## config.mk

```make
export PLATFORM = sky130hd
export DESIGN_NAME = pcm_fsk_frame_sequencer_flat
export DESIGN_NICKNAME = d
export VERILOG_FILES = /design/src/rtl/pcm_fsk_frame_sequencer_if.sv /design/src/rtl/pcm_fsk_frame_sequencer.sv /design/src/flat_wrapper.sv
export SDC_FILE = /design/constraint.sdc
export NUM_CORES = 1
export LEC_CHECK = 0
export ABC_AREA = 0
export BUFFER_PORTS_ARGS = -buffer_cell sky130_fd_sc_hd__buf_2
export CAP_MARGIN = 20
export CORE_ASPECT_RATIO = 0.75
export CORE_MARGIN = 1
export CORE_UTILIZATION = 30
export DETAILED_ROUTE_END_ITERATION = 6
export MAX_ROUTING_LAYER = met4
export PLACE_DENSITY = 0.53
export SKIP_CTS_REPAIR_TIMING = 1
export SLEW_MARGIN = 0
export SYNTH_ARGS = -nofsm -noshare
export SYNTH_HDL_FRONTEND = slang
export SYNTH_SLANG_ARGS = --single-unit
```

## constraint.sdc

```tcl
create_clock -name clk -period 4.9 [get_ports clk]
set_clock_uncertainty 0.15 [all_clocks]
set_input_delay 0.245 -clock clk [delete_from_list [all_inputs] [get_ports clk]]
set_output_delay 0.245 -clock clk [all_outputs]
set_load 0.02 [all_outputs]
```

## src/rtl/pcm_fsk_frame_sequencer_if.sv

```systemverilog
// Bus bundle between the frame sequencer, the PCM sampler, the shared Hamming
// encoder and the FSK modulator. The slave modport is the sequencer's view.
interface pcm_fsk_frame_sequencer_if;
    logic       sample_valid;
    logic [7:0] sample_data;
    logic       sample_ready;
    logic       ham_req;
    logic [3:0] ham_nibble;
    logic       ham_ack;
    logic [6:0] ham_code;
    logic       tx_bit;
    logic       tx_active;
    logic       sym_strobe;
    logic       frame_start;
    logic       underrun;

    modport slave (
        input  sample_valid, sample_data, ham_ack, ham_code,
        output sample_ready, ham_req, ham_nibble,
        output tx_bit, tx_active, sym_strobe, frame_start, underrun
    );

    modport master (
        output sample_valid, sample_data, ham_ack, ham_code,
        input  sample_ready, ham_req, ham_nibble,
        input  tx_bit, tx_active, sym_strobe, frame_start, underrun
    );
endinterface

```

## src/rtl/pcm_fsk_frame_sequencer.sv

```systemverilog
// PCM -> Hamming(7,4) -> FSK transmit sequencer: buffers one sample, fetches its two
// codewords from the shared encoder and serialises them behind a sync word.
module pcm_fsk_frame_sequencer #(
    parameter int unsigned BIT_CYCLES    = 16,
    parameter int unsigned FRAME_SAMPLES = 4,
    parameter logic [7:0]  SYNC_WORD     = 8'hA5
) (
    input  logic                     clk,
    input  logic                     reset,
    pcm_fsk_frame_sequencer_if.slave bus
);
    localparam int unsigned SCW = (BIT_CYCLES > 1) ? $clog2(BIT_CYCLES) : 1;
    localparam int unsigned NCW = 2 * FRAME_SAMPLES;
    localparam int unsigned CWW = (NCW > 1) ? $clog2(NCW) : 1;
    localparam logic [SCW-1:0] SYM_LAST = SCW'(BIT_CYCLES - 1);
    localparam logic [CWW-1:0] CW_LAST  = CWW'(NCW - 1);

    typedef enum logic [1:0] {S_IDLE = 2'd0, S_SYNC = 2'd1, S_DATA = 2'd2} state_e;

    logic [7:0]     sbuf_q, sbuf_d;
    logic           sbuf_valid_q, sbuf_valid_d;
    logic           sample_ready_q, sample_ready_d;
    logic           nib_sel_q, nib_sel_d;
    logic           ham_req_q, ham_req_d;
    logic [3:0]     ham_nibble_q, ham_nibble_d;
    logic [6:0]     next_code_q, next_code_d;
    logic           next_valid_q, next_valid_d;
    logic           accept_s, ack_s, load_s, take_s;

    state_e         state_q, state_d;
    logic [SCW-1:0] sym_cnt_q, sym_cnt_d;
    logic [2:0]     bit_idx_q, bit_idx_d;
    logic [CWW-1:0] cw_cnt_q, cw_cnt_d;
    logic [6:0]     code_q, code_d;

    logic tx_bit_q, tx_bit_d, tx_active_q, tx_active_d, sym_strobe_q, sym_strobe_d;
    logic frame_start_q, frame_start_d, underrun_q, underrun_d;

    // Fetch engine: sample buffer, encoder handshake and the one-deep codeword slot.
    // A codeword taken by the TX side frees the slot; an ack can only arrive while it is empty.
    always_comb begin
        accept_s       = bus.sample_valid && sample_ready_q;
        ack_s          = bus.ham_ack && ham_req_q;
        take_s         = load_s && next_valid_q;
        sbuf_d         = accept_s ? bus.sample_data : sbuf_q;
        sbuf_valid_d   = sbuf_valid_q || accept_s;
        nib_sel_d      = nib_sel_q;
        ham_nibble_d   = ham_nibble_q;
        next_code_d    = next_code_q;
        next_valid_d   = next_valid_q && !take_s;
        if (ack_s) begin
            next_code_d  = bus.ham_code;
            next_valid_d = 1'b1;
            ham_req_d    = 1'b0;
            nib_sel_d    = !nib_sel_q;
            sbuf_valid_d = sbuf_valid_q && !nib_sel_q;
        end else if (!next_valid_q && sbuf_valid_q && !ham_req_q) begin
            ham_req_d    = 1'b1;
            ham_nibble_d = nib_sel_q ? sbuf_q[3:0] : sbuf_q[7:4];
        end else begin
            ham_req_d    = ham_req_q;
        end
        sample_ready_d = !sbuf_valid_d;
    end

    // Fetch engine registers.
    always_ff @(posedge clk) begin
        if (reset) begin
            sbuf_q         <= 8'd0;
            sbuf_valid_q   <= 1'b0;
            sample_ready_q <= 1'b1;
            nib_sel_q      <= 1'b0;
            ham_req_q      <= 1'b0;
            ham_nibble_q   <= 4'd0;
            next_code_q    <= 7'd0;
            next_valid_q   <= 1'b0;
        end else begin
            sbuf_q         <= sbuf_d;
            sbuf_valid_q   <= sbuf_valid_d;
            sample_ready_q <= sample_ready_d;
            nib_sel_q      <= nib_sel_d;
            ham_req_q      <= ham_req_d;
            ham_nibble_q   <= ham_nibble_d;
            next_code_q    <= next_code_d;
            next_valid_q   <= next_valid_d;
        end
    end

    // TX state register.
    always_ff @(posedge clk) begin
        if (reset) begin
            state_q   <= S_IDLE;
            sym_cnt_q <= {SCW{1'b0}};
            bit_idx_q <= 3'd0;
            cw_cnt_q  <= {CWW{1'b0}};
            code_q    <= 7'd0;
        end else begin
            state_q   <= state_d;
            sym_cnt_q <= sym_cnt_d;
            bit_idx_q <= bit_idx_d;
            cw_cnt_q  <= cw_cnt_d;
            code_q    <= code_d;
        end
    end

    // TX next-state: everything advances only when the symbol counter wraps.
    always_comb begin
        state_d   = state_q;
        sym_cnt_d = sym_cnt_q;
        bit_idx_d = bit_idx_q;
        cw_cnt_d  = cw_cnt_q;
        code_d    = code_q;
        load_s    = 1'b0;
        case (state_q)
            S_IDLE: begin
                if (sbuf_valid_q) begin
                    state_d   = S_SYNC;
                    sym_cnt_d = {SCW{1'b0}};
                    bit_idx_d = 3'd0;
                end else begin
                    state_d   = S_IDLE;
                end
            end
            S_SYNC: begin
                if (sym_cnt_q != SYM_LAST) begin
                    sym_cnt_d = sym_cnt_q + SCW'(1);
                end else if (bit_idx_q == 3'd7) begin
                    sym_cnt_d = {SCW{1'b0}};
                    state_d   = S_DATA;
                    bit_idx_d = 3'd0;
                    cw_cnt_d  = {CWW{1'b0}};
                    load_s    = 1'b1;
                    code_d    = next_valid_q ? next_code_q : 7'd0;
                end else begin
                    sym_cnt_d = {SCW{1'b0}};
                    bit_idx_d = bit_idx_q + 3'd1;
                end
            end
            S_DATA: begin
                if (sym_cnt_q != SYM_LAST) begin
                    sym_cnt_d = sym_cnt_q + SCW'(1);
                end else if (bit_idx_q != 3'd6) begin
                    sym_cnt_d = {SCW{1'b0}};
                    bit_idx_d = bit_idx_q + 3'd1;
                    code_d    = {code_q[5:0], 1'b0};
                end else if (cw_cnt_q != CW_LAST) begin
                    sym_cnt_d = {SCW{1'b0}};
                    bit_idx_d = 3'd0;
                    cw_cnt_d  = cw_cnt_q + CWW'(1);
                    load_s    = 1'b1;
                    code_d    = next_valid_q ? next_code_q : 7'd0;
                end else begin
                    // Pending work chains straight into the next sync word, no gap symbol.
                    sym_cnt_d = {SCW{1'b0}};
                    bit_idx_d = 3'd0;
                    state_d   = (sbuf_valid_q || next_valid_q) ? S_SYNC : S_IDLE;
                end
            end
            default: begin
                state_d = S_IDLE;
            end
        endcase
    end

    // TX outputs, derived from the next state so the registered copies line up with it.
    always_comb begin
        tx_active_d   = (state_d != S_IDLE);
        sym_strobe_d  = tx_active_d && (sym_cnt_d == {SCW{1'b0}});
        frame_start_d = (state_d == S_SYNC) && (bit_idx_d == 3'd0) && (sym_cnt_d == {SCW{1'b0}});
        underrun_d    = load_s && !next_valid_q;
        case (state_d)
            S_SYNC:  tx_bit_d = SYNC_WORD[3'd7 - bit_idx_d];
            S_DATA:  tx_bit_d = code_d[6];
            default: tx_bit_d = 1'b0;
        endcase
    end

    // TX output registers.
    always_ff @(posedge clk) begin
        if (reset) begin
            tx_bit_q      <= 1'b0;
            tx_active_q   <= 1'b0;
            sym_strobe_q  <= 1'b0;
            frame_start_q <= 1'b0;
            underrun_q    <= 1'b0;
        end else begin
            tx_bit_q      <= tx_bit_d;
            tx_active_q   <= tx_active_d;
            sym_strobe_q  <= sym_strobe_d;
            frame_start_q <= frame_start_d;
            underrun_q    <= underrun_d;
        end
    end

    assign bus.sample_ready = sample_ready_q;
    assign bus.ham_req      = ham_req_q;
    assign bus.ham_nibble   = ham_nibble_q;
    assign bus.tx_bit       = tx_bit_q;
    assign bus.tx_active    = tx_active_q;
    assign bus.sym_strobe   = sym_strobe_q;
    assign bus.frame_start  = frame_start_q;
    assign bus.underrun     = underrun_q;
endmodule

```

## src/flat_wrapper.sv

```systemverilog
// flat-port wrapper written by rule: the top's interface ports become plain ports
module pcm_fsk_frame_sequencer_flat 
#(
    parameter int unsigned BIT_CYCLES    = 16,
    parameter int unsigned FRAME_SAMPLES = 4,
    parameter logic [7:0]  SYNC_WORD     = 8'hA5
)
  (clk, reset, bus_sample_valid, bus_sample_data, bus_ham_ack, bus_ham_code, bus_sample_ready, bus_ham_req, bus_ham_nibble, bus_tx_bit, bus_tx_active, bus_sym_strobe, bus_frame_start, bus_underrun);
  pcm_fsk_frame_sequencer_if bus_i ();
  input  logic clk;
  input  logic reset;
  input wire logic [$bits(bus_i.sample_valid)-1:0] bus_sample_valid;
  input wire logic [$bits(bus_i.sample_data)-1:0] bus_sample_data;
  input wire logic [$bits(bus_i.ham_ack)-1:0] bus_ham_ack;
  input wire logic [$bits(bus_i.ham_code)-1:0] bus_ham_code;
  output wire logic [$bits(bus_i.sample_ready)-1:0] bus_sample_ready;
  output wire logic [$bits(bus_i.ham_req)-1:0] bus_ham_req;
  output wire logic [$bits(bus_i.ham_nibble)-1:0] bus_ham_nibble;
  output wire logic [$bits(bus_i.tx_bit)-1:0] bus_tx_bit;
  output wire logic [$bits(bus_i.tx_active)-1:0] bus_tx_active;
  output wire logic [$bits(bus_i.sym_strobe)-1:0] bus_sym_strobe;
  output wire logic [$bits(bus_i.frame_start)-1:0] bus_frame_start;
  output wire logic [$bits(bus_i.underrun)-1:0] bus_underrun;
  assign bus_i.sample_valid = bus_sample_valid;
  assign bus_i.sample_data = bus_sample_data;
  assign bus_i.ham_ack = bus_ham_ack;
  assign bus_i.ham_code = bus_ham_code;
  assign bus_sample_ready = bus_i.sample_ready;
  assign bus_ham_req = bus_i.ham_req;
  assign bus_ham_nibble = bus_i.ham_nibble;
  assign bus_tx_bit = bus_i.tx_bit;
  assign bus_tx_active = bus_i.tx_active;
  assign bus_sym_strobe = bus_i.sym_strobe;
  assign bus_frame_start = bus_i.frame_start;
  assign bus_underrun = bus_i.underrun;
  pcm_fsk_frame_sequencer #(.BIT_CYCLES(BIT_CYCLES), .FRAME_SAMPLES(FRAME_SAMPLES), .SYNC_WORD(SYNC_WORD)) u_core (.clk(clk), .reset(reset), .bus(bus_i));
endmodule
```

==> flow_summary.ini <==
[setup_path]
cp-end-kind = flip-flop
worstSetupPathType = reg2reg
critPathArrivalTime_ps = 2550
critPathMaxFanout = 7
required_ps = 4950
r2r_slack_ps = 2400
worst_setup_path_start_kind = flip-flop

[route]
wl_per_cell_um = 13.36
finalWirelength_um = 5383
ant_nets = 0
drtIter0Drc = 139
drtPass1Iterations = 5
vias = 2000
drc = 0
via_per_inst = 4.963

[yosys]
ys_warn_count = 0
syn-cell-area_um2 = 2361
synthCells = 278
synth-main-ff-cell = dfxtp_1
async_flop_share_pct = 0
ys_ff_latch = 48
synth.avg_cell_area_um2 = 8.493
yosysTopAreaCell = dfxtp_1
synth_edf_count = 0
ys_seq_area_share_pct = 40.70
synth_top_area_share_pct = 40.70
ys_types = 49
syn_nets = 312
synth_area_leaders = dfxtp_1 41%, ha_1 7.9%, a21oi_1 5.9%

[timing]
hold_viol = 0
tightestPinTransition_ps = 878.9
finalCritPeriodShare_pct = 51.03
max_slew_margin_pct = 40.79
timing.fmax_ghz = 0.4000
setup_violations = 0
maxSlewViolCount = 0
period_needed_ps = 2500
rsz0062_at_grt = false
tns_ps = 0

[worst_hold_path]
hold_path.class = in2reg

[die]
core_area_um2 = 7466
start_util_pct = 31.62
die_x_um = 104.4
dieArea_um2 = 8233
rows = 27
ios = 30
die_y_um = 78.83

[layout]
area_growth_pct = 15.21
mostFrequentLayoutCells = 48 x dfxtp_1, 35 x nand2_1, 29 x buf_2
layout_commonest_cell = dfxtp_1
fin_nets = 335
fillers = 797
antennaDiodeCount = 0
final_layout_size_suffix_gt1_share_pct = 14.90

[clock_network]
cts_sinks = 48
insertion_delay_ps = 310
path_clk_slew_ps = 100
ctsLongestPathBuffers = 2
cts_tree = done
cts_buffers = 5
root_buffer = clkbuf_8
h-tree-depth = 2

[place]
hpwl_um = 3734
io_buffers = 29
globalplace.congestion = 0.8006

[global_route]
antenna_found_initial = 0
grt_usage_pct = 14.33
gr-total-overflow = 0
grt_pass1_vias = 1920
grt_pass1_wl_um = 9204
grt_max_degree = 47

[pwr]
p_total_uw = 862.9
p_per_area_nw_per_um2 = 317.2
irDropWorstVdd_uv = 123.9
p_leak_uw = 0.001065

[flow_run]
drv_cap = 0

[run_status]
status = complete, no violations
==> registers in the layout, indices dropped and copies added, names as in the netlist <==
name	cells
u_core.state_q	2
u_core.bus.sample_ready	1
u_core.sbuf_q	8
u_core.bus.ham_nibble	4
u_core.code_q	7
u_core.nib_sel_q	1
u_core.sbuf_valid_q	1
u_core.next_code_q	7
u_core.bus.frame_start	1
u_core.bus.tx_bit	1
u_core.sym_cnt_q	4
u_core.bus.sym_strobe	1
u_core.bit_idx_q	3
u_core.bus.tx_active	1
u_core.bus.underrun	1
u_core.next_valid_q	1
u_core.bus.ham_req	1
u_core.cw_cnt_q	3
==> area by class of cell <==
class                      instances  area (um^2)  area share [%]
clock buffer                       5        68.82           2.530
clock inverter                     3        68.82           2.530
inverter                          15        56.30           2.070
multi-input combinational        202         1294           47.56
sequential                        48        960.9           35.33
tap                              101        126.4           4.646
timing repair buffer              29        145.1           5.336
==> report_power, final <==
group | switching, uW | internal, uW | total (uW) | leakage (uW)
clock | 143 | 206 | 349 | 0.0000687
combinational | 55.4 | 34.7 | 90.1 | 0.000606
sequential | 15.3 | 409 | 424 | 0.000391
total | 214 | 649 | 863 | 0.00107
==> cells in the mapped netlist, types with 2 or more instances <==
cell / instances
a22oi_1: 3
o221ai_1: 2
a32o_1: 2
dfxtp_1: 48
and4_1: 2
and2_1: 2
and3_1: 5
a211oi_1: 4
a21oi_1: 28
ha_1: 15
nand3_1: 11
a221oi_1: 6
nand2_1: 35
mux2i_1: 5
a31oi_1: 4
inv_1: 15
nand4_1: 3
nand4b_1: 3
or2_0: 2
a21o_1: 2
nor2_1: 26
xnor2_1: 2
nor3_1: 4
nor2b_1: 7
o21ai_0: 6
a32oi_1: 2
clkbuf_1: 12
==> routing by layer <==
metal,GRT usage (%),part of all wire [%]
met5,-,0
met2,19.93,41
met3,3.530,4.8
met1,20.38,53
met4,3.857,1.0
==> cell families after synthesis <==
logic type                 share of synthesized area (%)
AOI/OAI and AO/OA                                  20.24
adders and majority gates                          7.949
muxes                                              2.120
and+or+nand+nor                                    23.74
buffers and inverters                              4.504
DFF                                                40.70
xor gates and xnor gates                          0.7421
==> critical path, stage by stage, from the launching register on <==
cell	delay (ps)
dfxtp_1	450
inv_1	70
ha_1	280
nand2_1	280
nor2_1	60
a21boi_0	170
o221ai_1	230
ha_1	340
and2_0	160
a32o_1	210
==> through the flow <==
step	hold slack [ps]	setup WS [ps]	util, %	instance area, um^2	cells
global route	0.8412	2246	36.43	2720	403
floorplan	231.0	2678	-	2361	278
CTS	7.406	2411	36.43	2720	403
global placement	293.8	2526	34.59	2582	395
detailed placement	298.6	2427	34.59	2582	395
finish	11.92	2400	36.43	2720	403
==> final timing paths <==
path	start	endpoint	cells after the start
worst min-delay path	bus_ham_code[0]	u_core.next_code_q[0]$_SDFFE_PP0P_	3
worst max-delay path	u_core.bit_idx_q[0]$_SDFF_PP0_	u_core.bus.tx_bit$_SDFF_PP0_	9
worst max register to register	u_core.bit_idx_q[0]$_SDFF_PP0_	u_core.bus.tx_bit$_SDFF_PP0_	9
worst min register to register	u_core.next_code_q[2]$_SDFFE_PP0P_	u_core.next_code_q[2]$_SDFFE_PP0P_	2
Power figures use the tool's default switching activity.
